**config.mk**
```make
export PLATFORM = sky130hd
export DESIGN_NAME = exu_seq_ctrl
export DESIGN_NICKNAME = d
export VERILOG_FILES = /design/src/rtl/exu_seq_ctrl.sv
export SDC_FILE = /design/constraint.sdc
export NUM_CORES = 1
export LEC_CHECK = 0
export BUFFER_PORTS_ARGS = -buffer_cell sky130_fd_sc_hd__buf_4
export CAP_MARGIN = 15
export CORE_MARGIN = 3
export CORE_UTILIZATION = 45
export CTS_BUF_LIST = sky130_fd_sc_hd__clkbuf_4 sky130_fd_sc_hd__clkbuf_8 sky130_fd_sc_hd__clkbuf_16
export CTS_CLUSTER_SIZE = 16
export DETAILED_ROUTE_END_ITERATION = 16
export PLACE_DENSITY = 0.75
export SLEW_MARGIN = 25
export SYNTH_ARGS = -nofsm -noshare
export SYNTH_HDL_FRONTEND = slang
export SYNTH_SLANG_ARGS = --single-unit
export TNS_END_PERCENT = 50
```
**constraint.sdc**
```tcl
create_clock -name clk -period 7 [get_ports clk]
set_input_delay 0.7 -clock clk [delete_from_list [all_inputs] [get_ports clk]]
set_output_delay 0.7 -clock clk [all_outputs]
set_load 0.01 [all_outputs]
```
**src/rtl/exu_seq_ctrl.sv**
```systemverilog
// -----------------------------------------------------------------------------
// exu_seq_ctrl
//   Multi-cycle sequencer for the single-issue core. It fetches one instruction
//   at a time, holds it in the instruction register for the decoder and EXU,
//   captures the EXU write-back and commits it to the register file. It owns
//   the PC, the retire counter and the halt/error status.
//
// Ports
//   clk, rst                      clock (posedge), async active-high reset
//   start                         begin execution from pc (IDLE only)
//   imem_req/imem_addr            fetch request (whole FETCH state), address = pc
//   imem_rvalid/imem_rdata        fetch response
//   inst                          instruction register to the decoder
//   dec_command/dec_halt          decoder results (01 = addi-type)
//   exu_wen/exu_waddr/exu_wdata   EXU write-back
//   rf_wen/rf_waddr/rf_wdata      regfile write port (rf_wen one cycle, in WB)
//   pc, retire, instret           program counter, retire pulse, retire count
//   busy, halted, error           status (FETCH/EXEC/WB, HALT, ERROR)
// -----------------------------------------------------------------------------
module exu_seq_ctrl #(
  parameter int          ADDR_WIDTH    = 5,
  parameter int          DATA_WIDTH    = 32,
  parameter logic [31:0] RESET_PC      = 32'h8000_0000,
  parameter int          FETCH_TIMEOUT = 16
) (
  input  logic                  clk,
  input  logic                  rst,
  input  logic                  start,
  output logic                  imem_req,
  output logic [31:0]           imem_addr,
  input  logic                  imem_rvalid,
  input  logic [31:0]           imem_rdata,
  output logic [31:0]           inst,
  input  logic [1:0]            dec_command,
  input  logic                  dec_halt,
  input  logic                  exu_wen,
  input  logic [ADDR_WIDTH-1:0] exu_waddr,
  input  logic [DATA_WIDTH-1:0] exu_wdata,
  output logic                  rf_wen,
  output logic [ADDR_WIDTH-1:0] rf_waddr,
  output logic [DATA_WIDTH-1:0] rf_wdata,
  output logic [31:0]           pc,
  output logic                  retire,
  output logic [31:0]           instret,
  output logic                  busy,
  output logic                  halted,
  output logic                  error
);

  // Timer must hold FETCH_TIMEOUT itself: it steps once more on the cycle
  // that moves to ERROR.
  localparam int TW = $clog2(FETCH_TIMEOUT + 1);
  localparam logic [TW-1:0] TIMER_LAST = TW'(FETCH_TIMEOUT - 1);
  localparam logic [TW-1:0] TIMER_ONE  = TW'(1);

  typedef enum logic [2:0] {
    S_IDLE  = 3'd0,
    S_FETCH = 3'd1,
    S_EXEC  = 3'd2,
    S_WB    = 3'd3,
    S_HALT  = 3'd4,
    S_ERROR = 3'd5
  } state_t;

  state_t                state_r;
  state_t                state_s;
  logic [TW-1:0]         timer_r;
  logic [31:0]           pc_r;
  logic [31:0]           inst_r;
  logic [31:0]           instret_r;
  logic                  wen_q_r;
  logic                  halt_q_r;
  logic [ADDR_WIDTH-1:0] waddr_q_r;
  logic [DATA_WIDTH-1:0] wdata_q_r;

  // State register.
  always_ff @(posedge clk or posedge rst) begin
    if (rst) begin
      state_r <= S_IDLE;
    end else begin
      state_r <= state_s;
    end
  end

  // Next-state logic. On the last allowed FETCH cycle a same-cycle rvalid
  // still wins over the timeout.
  always_comb begin
    state_s = state_r;
    case (state_r)
      S_IDLE: begin
        if (start) state_s = S_FETCH;
        else       state_s = S_IDLE;
      end
      S_FETCH: begin
        if (imem_rvalid)                state_s = S_EXEC;
        else if (timer_r == TIMER_LAST) state_s = S_ERROR;
        else                            state_s = S_FETCH;
      end
      S_EXEC: state_s = S_WB;
      S_WB: begin
        if (halt_q_r) state_s = S_HALT;
        else          state_s = S_FETCH;
      end
      S_HALT:  state_s = S_HALT;
      S_ERROR: state_s = S_ERROR;
      default: state_s = S_IDLE;
    endcase
  end

  // Datapath: instruction register, fetch timer, write-back capture, PC and
  // retire counter. Reset drops any captured write before it can commit.
  always_ff @(posedge clk or posedge rst) begin
    if (rst) begin
      timer_r   <= '0;
      pc_r      <= RESET_PC;
      inst_r    <= 32'd0;
      instret_r <= 32'd0;
      wen_q_r   <= 1'b0;
      halt_q_r  <= 1'b0;
      waddr_q_r <= '0;
      wdata_q_r <= '0;
    end else begin
      case (state_r)
        S_IDLE: begin
          timer_r <= '0;
        end
        S_FETCH: begin
          if (imem_rvalid) inst_r  <= imem_rdata;
          else             timer_r <= timer_r + TIMER_ONE;
        end
        S_EXEC: begin
          wen_q_r   <= exu_wen & (dec_command == 2'b01) & ~dec_halt;
          halt_q_r  <= dec_halt;
          waddr_q_r <= exu_waddr;
          wdata_q_r <= exu_wdata;
        end
        S_WB: begin
          instret_r <= instret_r + 32'd1;
          timer_r   <= '0;
          if (!halt_q_r) pc_r <= pc_r + 32'd4;
        end
        default: begin
        end
      endcase
    end
  end

  // Outputs decoded from registered state only, so strobes are glitch-free.
  always_comb begin
    imem_req  = (state_r == S_FETCH);
    imem_addr = pc_r;
    inst      = inst_r;
    rf_wen    = (state_r == S_WB) & wen_q_r;
    rf_waddr  = waddr_q_r;
    rf_wdata  = wdata_q_r;
    pc        = pc_r;
    retire    = (state_r == S_WB);
    instret   = instret_r;
    busy      = (state_r == S_FETCH) | (state_r == S_EXEC) | (state_r == S_WB);
    halted    = (state_r == S_HALT);
    error     = (state_r == S_ERROR);
  end

endmodule

```
# Word-level counts from Yosys, hierarchy flattened
# Cells that the tools add are included.
[classes]
shifts = 0
n_reduce_logical = 6
mul = 0
magnitude_cmp = 0
mux = 7
add_sub_neg = 3
div = 0
n_eq_ne = 8
bitwise_logic = 7
[op_table]
columns = ["operator", "n"]
rows = [
  ["32-bit by 1-bit adder with 32-bit output (second input constant)", 1],
  ["32-bit by 3-bit adder with 32-bit output (second input constant)", 1],
  ["3-bit one-hot mux with 6 select lines", 1],
  ["5-bit one-hot mux with 2 select lines", 1],
  ["3-bit 2-to-1 mux", 3],
  ["3-bit by 2-bit == test with 1-bit output (second input constant)", 2],
  ["3-bit == test (second input constant)", 2],
  ["2-bit AND reduction", 3],
  ["5-bit by 1-bit adder with 5-bit output (second input constant)", 1],
  ["5-bit by 4-bit == test with 1-bit output (second input constant)", 1],
  ["5-bit 2-to-1 mux", 1],
  ["1-bit bitwise AND", 3],
  ["3-bit by 1-bit == test with 1-bit output (second input constant)", 1],
  ["3-bit zero test", 1],
  ["2-bit by 1-bit == test with 1-bit output (second input constant)", 1],
  ["2-bit != test (second input constant)", 1],
  ["1-bit inverter", 2],
  ["1-bit OR", 2],
  ["2-bit nonzero test", 1],
  ["2-bit OR reduction", 1],
  ["1-bit 2-to-1 mux", 1],
]
[word_totals]
mem_bits_ro = 0
ram_bits = 0
word_cells = 40
register_bits = 143
latchBits = 0
n_memories = 0

# Depth between registers and ports, before layout
[depth]
word_depth = 4
ltp_mapped = 7
depth_no_buf = 6

# Least setup slack after synthesis
# OpenSTA, ideal clock, no wires.
[synth_path]
path_type = "input-to-reg"
startpoint = "input port imem_rvalid"
endpoint = "register inst_r[10], in the netlist inst[10]"
stages = 5
required_ns = 6.875
path_slack_ns = 5.023
t_arrival_ns = 1.852
path_buffers = 2
cell_sequence = "clkbuf_1 -> inv_1 -> nor3_4 -> buf_4 -> mux2_2"
[synth_between]
elab_chain_len = 1
[synth_lines]
columns = ["element", "line_no", "text"]
rows = [
  ["start: declaration", "31", "input logic imem_rvalid,"],
  ["2-bit AND reduction (no source line)", "-", ""],
  ["end signal: assignment", "128", "if (imem_rvalid) inst_r <= imem_rdata;"],
  ["end: declaration", "69", "logic [31:0] inst_r;"],
]
# Every way passes these cells.
# A chain may end at the register's enable or synchronous reset.

# Worst setup path in the final report
[layout_path]
startpoint = "register state_r[2]"
endpoint = "output port rf_wen"
[layout_between]
elab_chain_len = 2
[layout_lines]
columns = ["element", "line_no", "text"]
rows = [
  ["start: declaration", "65", "state_t state_r;"],
  ["start signal: assignment", "81", "state_r <= state_s;"],
  ["3-bit by 2-bit == test with 1-bit output", "153", "rf_wen = (state_r == S_WB) & wen_q_r;"],
  ["1-bit bitwise AND", "153", ""],
  ["end: declaration", "39", "output logic rf_wen,"],
]
# Every way passes these cells.

==> metrics.cfg <==
[global_routing]
grt_pass1_wl_um=23300
grt.total_usage_pct=19.8
grtUsageMet2_pct=34.0
antenna_found_initial=0
grt_pass1_vias=4674
overflow=0
grt_use_met3_pct=8.72
grt_max_degree=85
grt_use_met1_pct=22.1
grt_busiest_layer=met2

[synthesis]
ys_seq_elements=141
syn_area_mm2=0.00624
yosys_warnings=0
synth_ff_type=dfrtp_1
synthCells=491
synth_seq_area_share_pct=56.6
synthArstFlopShare_pct=100
yosysUniqueCellTypes=49
syn_avg_cell_area_um2=12.7
synth_edf_count=0

[worst_setup_path]
critPathKind=reg -> out
reg2reg_to=rf_waddr[1]$_DFFE_PP0P_
required_ps=6300
r2r_setup_slack_ps=4920
start_kind=flop
r2r_start=state_r[2]$_DFF_PP0_
cp_max_fo=13
r2r_cells=3
crit_path_start=state_r[2]$_DFF_PP0_
cp-endpoint=rf_wen
endpoint_kind=primary output
critPathArrivalTime_ps=1720

[clock_network]
htreeDepth=4
cts_buffers=17
clk-insertion-delay-late_ps=410
cts_hold_buffers=0
clk_pin_slew_ps=60
clock_path_buffers=2
postCtsResizedCells=0
cts_root_buf=clkbuf_16
cts.sinks=141
cts_tree=built
cts_setup_buffers=0

[pwr]
irDropWorstVdd_v=0.000295
p_int_mw=2.27
clkPwrFrac_pct=28.7
combPwrFrac_pct=32.7
swShare_pct=30.0
p_seq_share_pct=38.6
p_switching_mw=0.973
leakage_nw=4.25
p_per_area_mw_per_mm2=378

[route]
first_pass_iters=4
drt_iter0_drc=234
via_count=4411
wl_per_cell_um=16.4
drtAntennaViolNets=0
drt_wl_total_um=14700
avgViaCountPerCell=4.92
drc=0

[sta]
max_freq_mhz=413
worstMarginPinSlew_ps=893
slew_headroom_pct=40.5
finalSetupViolCount=0
maxSlewViolCount=0
post-route-period-util_pct=34.6
period_minus_slack_ps=2420
rsz0062_at_grt=no
hold_violations=0
clock_skew_ps=6.24
tns_ps=0

[hold_path]
hp-class=in -> async

[floorplanning]
die_h_um=124
die_x_um=124
dieArea_mm2=0.0153
coreArea_mm2=0.0134
ios=248
rows=42
start_util_pct=46.6

[cells_and_area]
drive_gt1_share_pct=51.4
final_cells=896
seq_area_mm2=0.00353
final_nets=788
fillers=1025
num_antenna_cells=0
area_delta_synth_final_pct=37.5
multiInputGateArea_mm2=0.00232

[run]
maxCapViolations=0

[place]
io_buffers=243
place_congestion=0.795
dp.cells=864
hpwl_um=10900

[run_status]
status=finished, final reports clean

## per-stage QoR
step / setup WS [ps] / area, um^2 / total power [mW] / hold WS (ps) / utilization, %
2_1_floorplan: 2520 / 6250 / 1.81 / 472 / -
3_3_place_gp: 4760 / 7950 / 2.30 / 467 / 59.3
3_5_place_dp: 4710 / 7950 / 2.34 / 491 / 59.3
4_1_cts: 4550 / 8580 / 3.29 / 338 / 64.0
5_1_grt: 4460 / 8580 / 3.44 / 355 / 64.0
6_report: 4580 / 8580 / 3.25 / 328 / 64.0
## per-layer routing
| layer | share of wire (%) | vias up |
|---|---|---|
| met3 | 11 | 14 |
| met1 | 37 | 2141 |
| met2 | 51 | 182 |
| met5 | 0 | - |
| li1 | - | 2074 |
| met4 | 1.2 | 0 |
## synthesized netlist by cell type (2+ instances only)
| cell type | count | area share (%) |
|---|---|---|
| dfrtp_1 | 140 | 56 |
| mux2_2 | 73 | 13 |
| buf_4 | 42 | 5.1 |
| xnor2_1 | 40 | 5.6 |
| nand2_1 | 27 | 1.6 |
| nor2_1 | 23 | 1.4 |
| xor2_1 | 20 | 2.8 |
| nand3_1 | 18 | 1.4 |
| nand4_1 | 14 | 1.4 |
| inv_1 | 10 | 0.60 |
| and3_1 | 8 | 0.80 |
| nor3_1 | 8 | 0.64 |
| and4_1 | 6 | 0.84 |
| buf_2 | 6 | 0.48 |
| a21oi_1 | 5 | 0.40 |
| o21ai_0 | 5 | 0.40 |
| ha_1 | 4 | 0.80 |
| and2_1 | 3 | 0.30 |
| nand2b_1 | 3 | 0.30 |
| a21o_1 | 2 | 0.24 |
| a31oi_1 | 2 | 0.20 |
| clkbuf_1 | 2 | 0.12 |
| nand2_2 | 2 | 0.20 |
| nor3_4 | 2 | 0.52 |
| nor4_4 | 2 | 0.68 |
## power groups by stage
stage | logic, mW | clock network [mW] | registers (mW)
2_1_floorplan | 0.491 | 0 | 1.32
3_3_place_gp | 1.05 | 0 | 1.25
3_5_place_dp | 1.08 | 0 | 1.26
4_1_cts | 1.08 | 0.951 | 1.26
5_1_grt | 1.15 | 0.992 | 1.29
6_report | 1.06 | 0.932 | 1.25
## worst min path at each step
stage                              endpoint                    start  cells after the start  slack [ps]
finish                  inst[1]$_DFFE_PP0P_                      rst                      2         330
global route            inst[1]$_DFFE_PP0P_                      rst                      2         350
CTS                    inst[14]$_DFFE_PP0P_                      rst                      2         340
detailed placement  instret[29]$_DFFE_PP0N_  instret[29]$_DFFE_PP0N_                      1         490
global placement    instret[31]$_DFFE_PP0N_  instret[31]$_DFFE_PP0N_                      1         470
floorplan            timer_r[4]$_DFFE_PP0P_   timer_r[4]$_DFFE_PP0P_                      2         470
## cells by family (layout without fill, tap and decap cells)
family          count (synthesis)  after routing  share of synthesized area, %
other cells                     1              4                        0.0601
mux                            73             73                          13.2
simple gates                  135            135                          13.1
flops                         141            141                          56.6
buf+inv                        61            287                          6.44
compound gates                 16             16                          1.48
fa+ha+maj                       4              4                         0.802
xor+xnor                       60             60                          8.42
## state kept, by name (all words and copies together) (netlist names), 3 cells and up
name	count
inst	32
instret	32
rf_wdata	32
imem_addr	30
rf_waddr	5
timer_r	5
state_r	3
## area by class of cell
class,instances,share of cell area [%]
inverters,10,0.496
clock buffers,22,5.69
flip-flops and latches,141,41.1
well taps,176,2.57
multi-input cells,292,27.0
clock inverters,10,1.59
repair buffers,245,21.5
## cell usage in the layout (no fill, tap or decap), types with 6 or more instances in the layout
master,n
nand4_1,14
nor3_1,8
and4_1,6
dfrtp_1,140
nand3_1,18
mux2_2,73
inv_1,9
nand2_1,27
nor2_1,23
clkbuf_16,17
xnor2_1,40
buf_4,244
and3_1,7
xor2_1,20
## critical path: stages (launching register included)
cell     delay, ps
dfrtp_1        520
and3b_2        490
and2_1         180
buf_4          120
No activity file was read; power rests on OpenSTA's default activity.
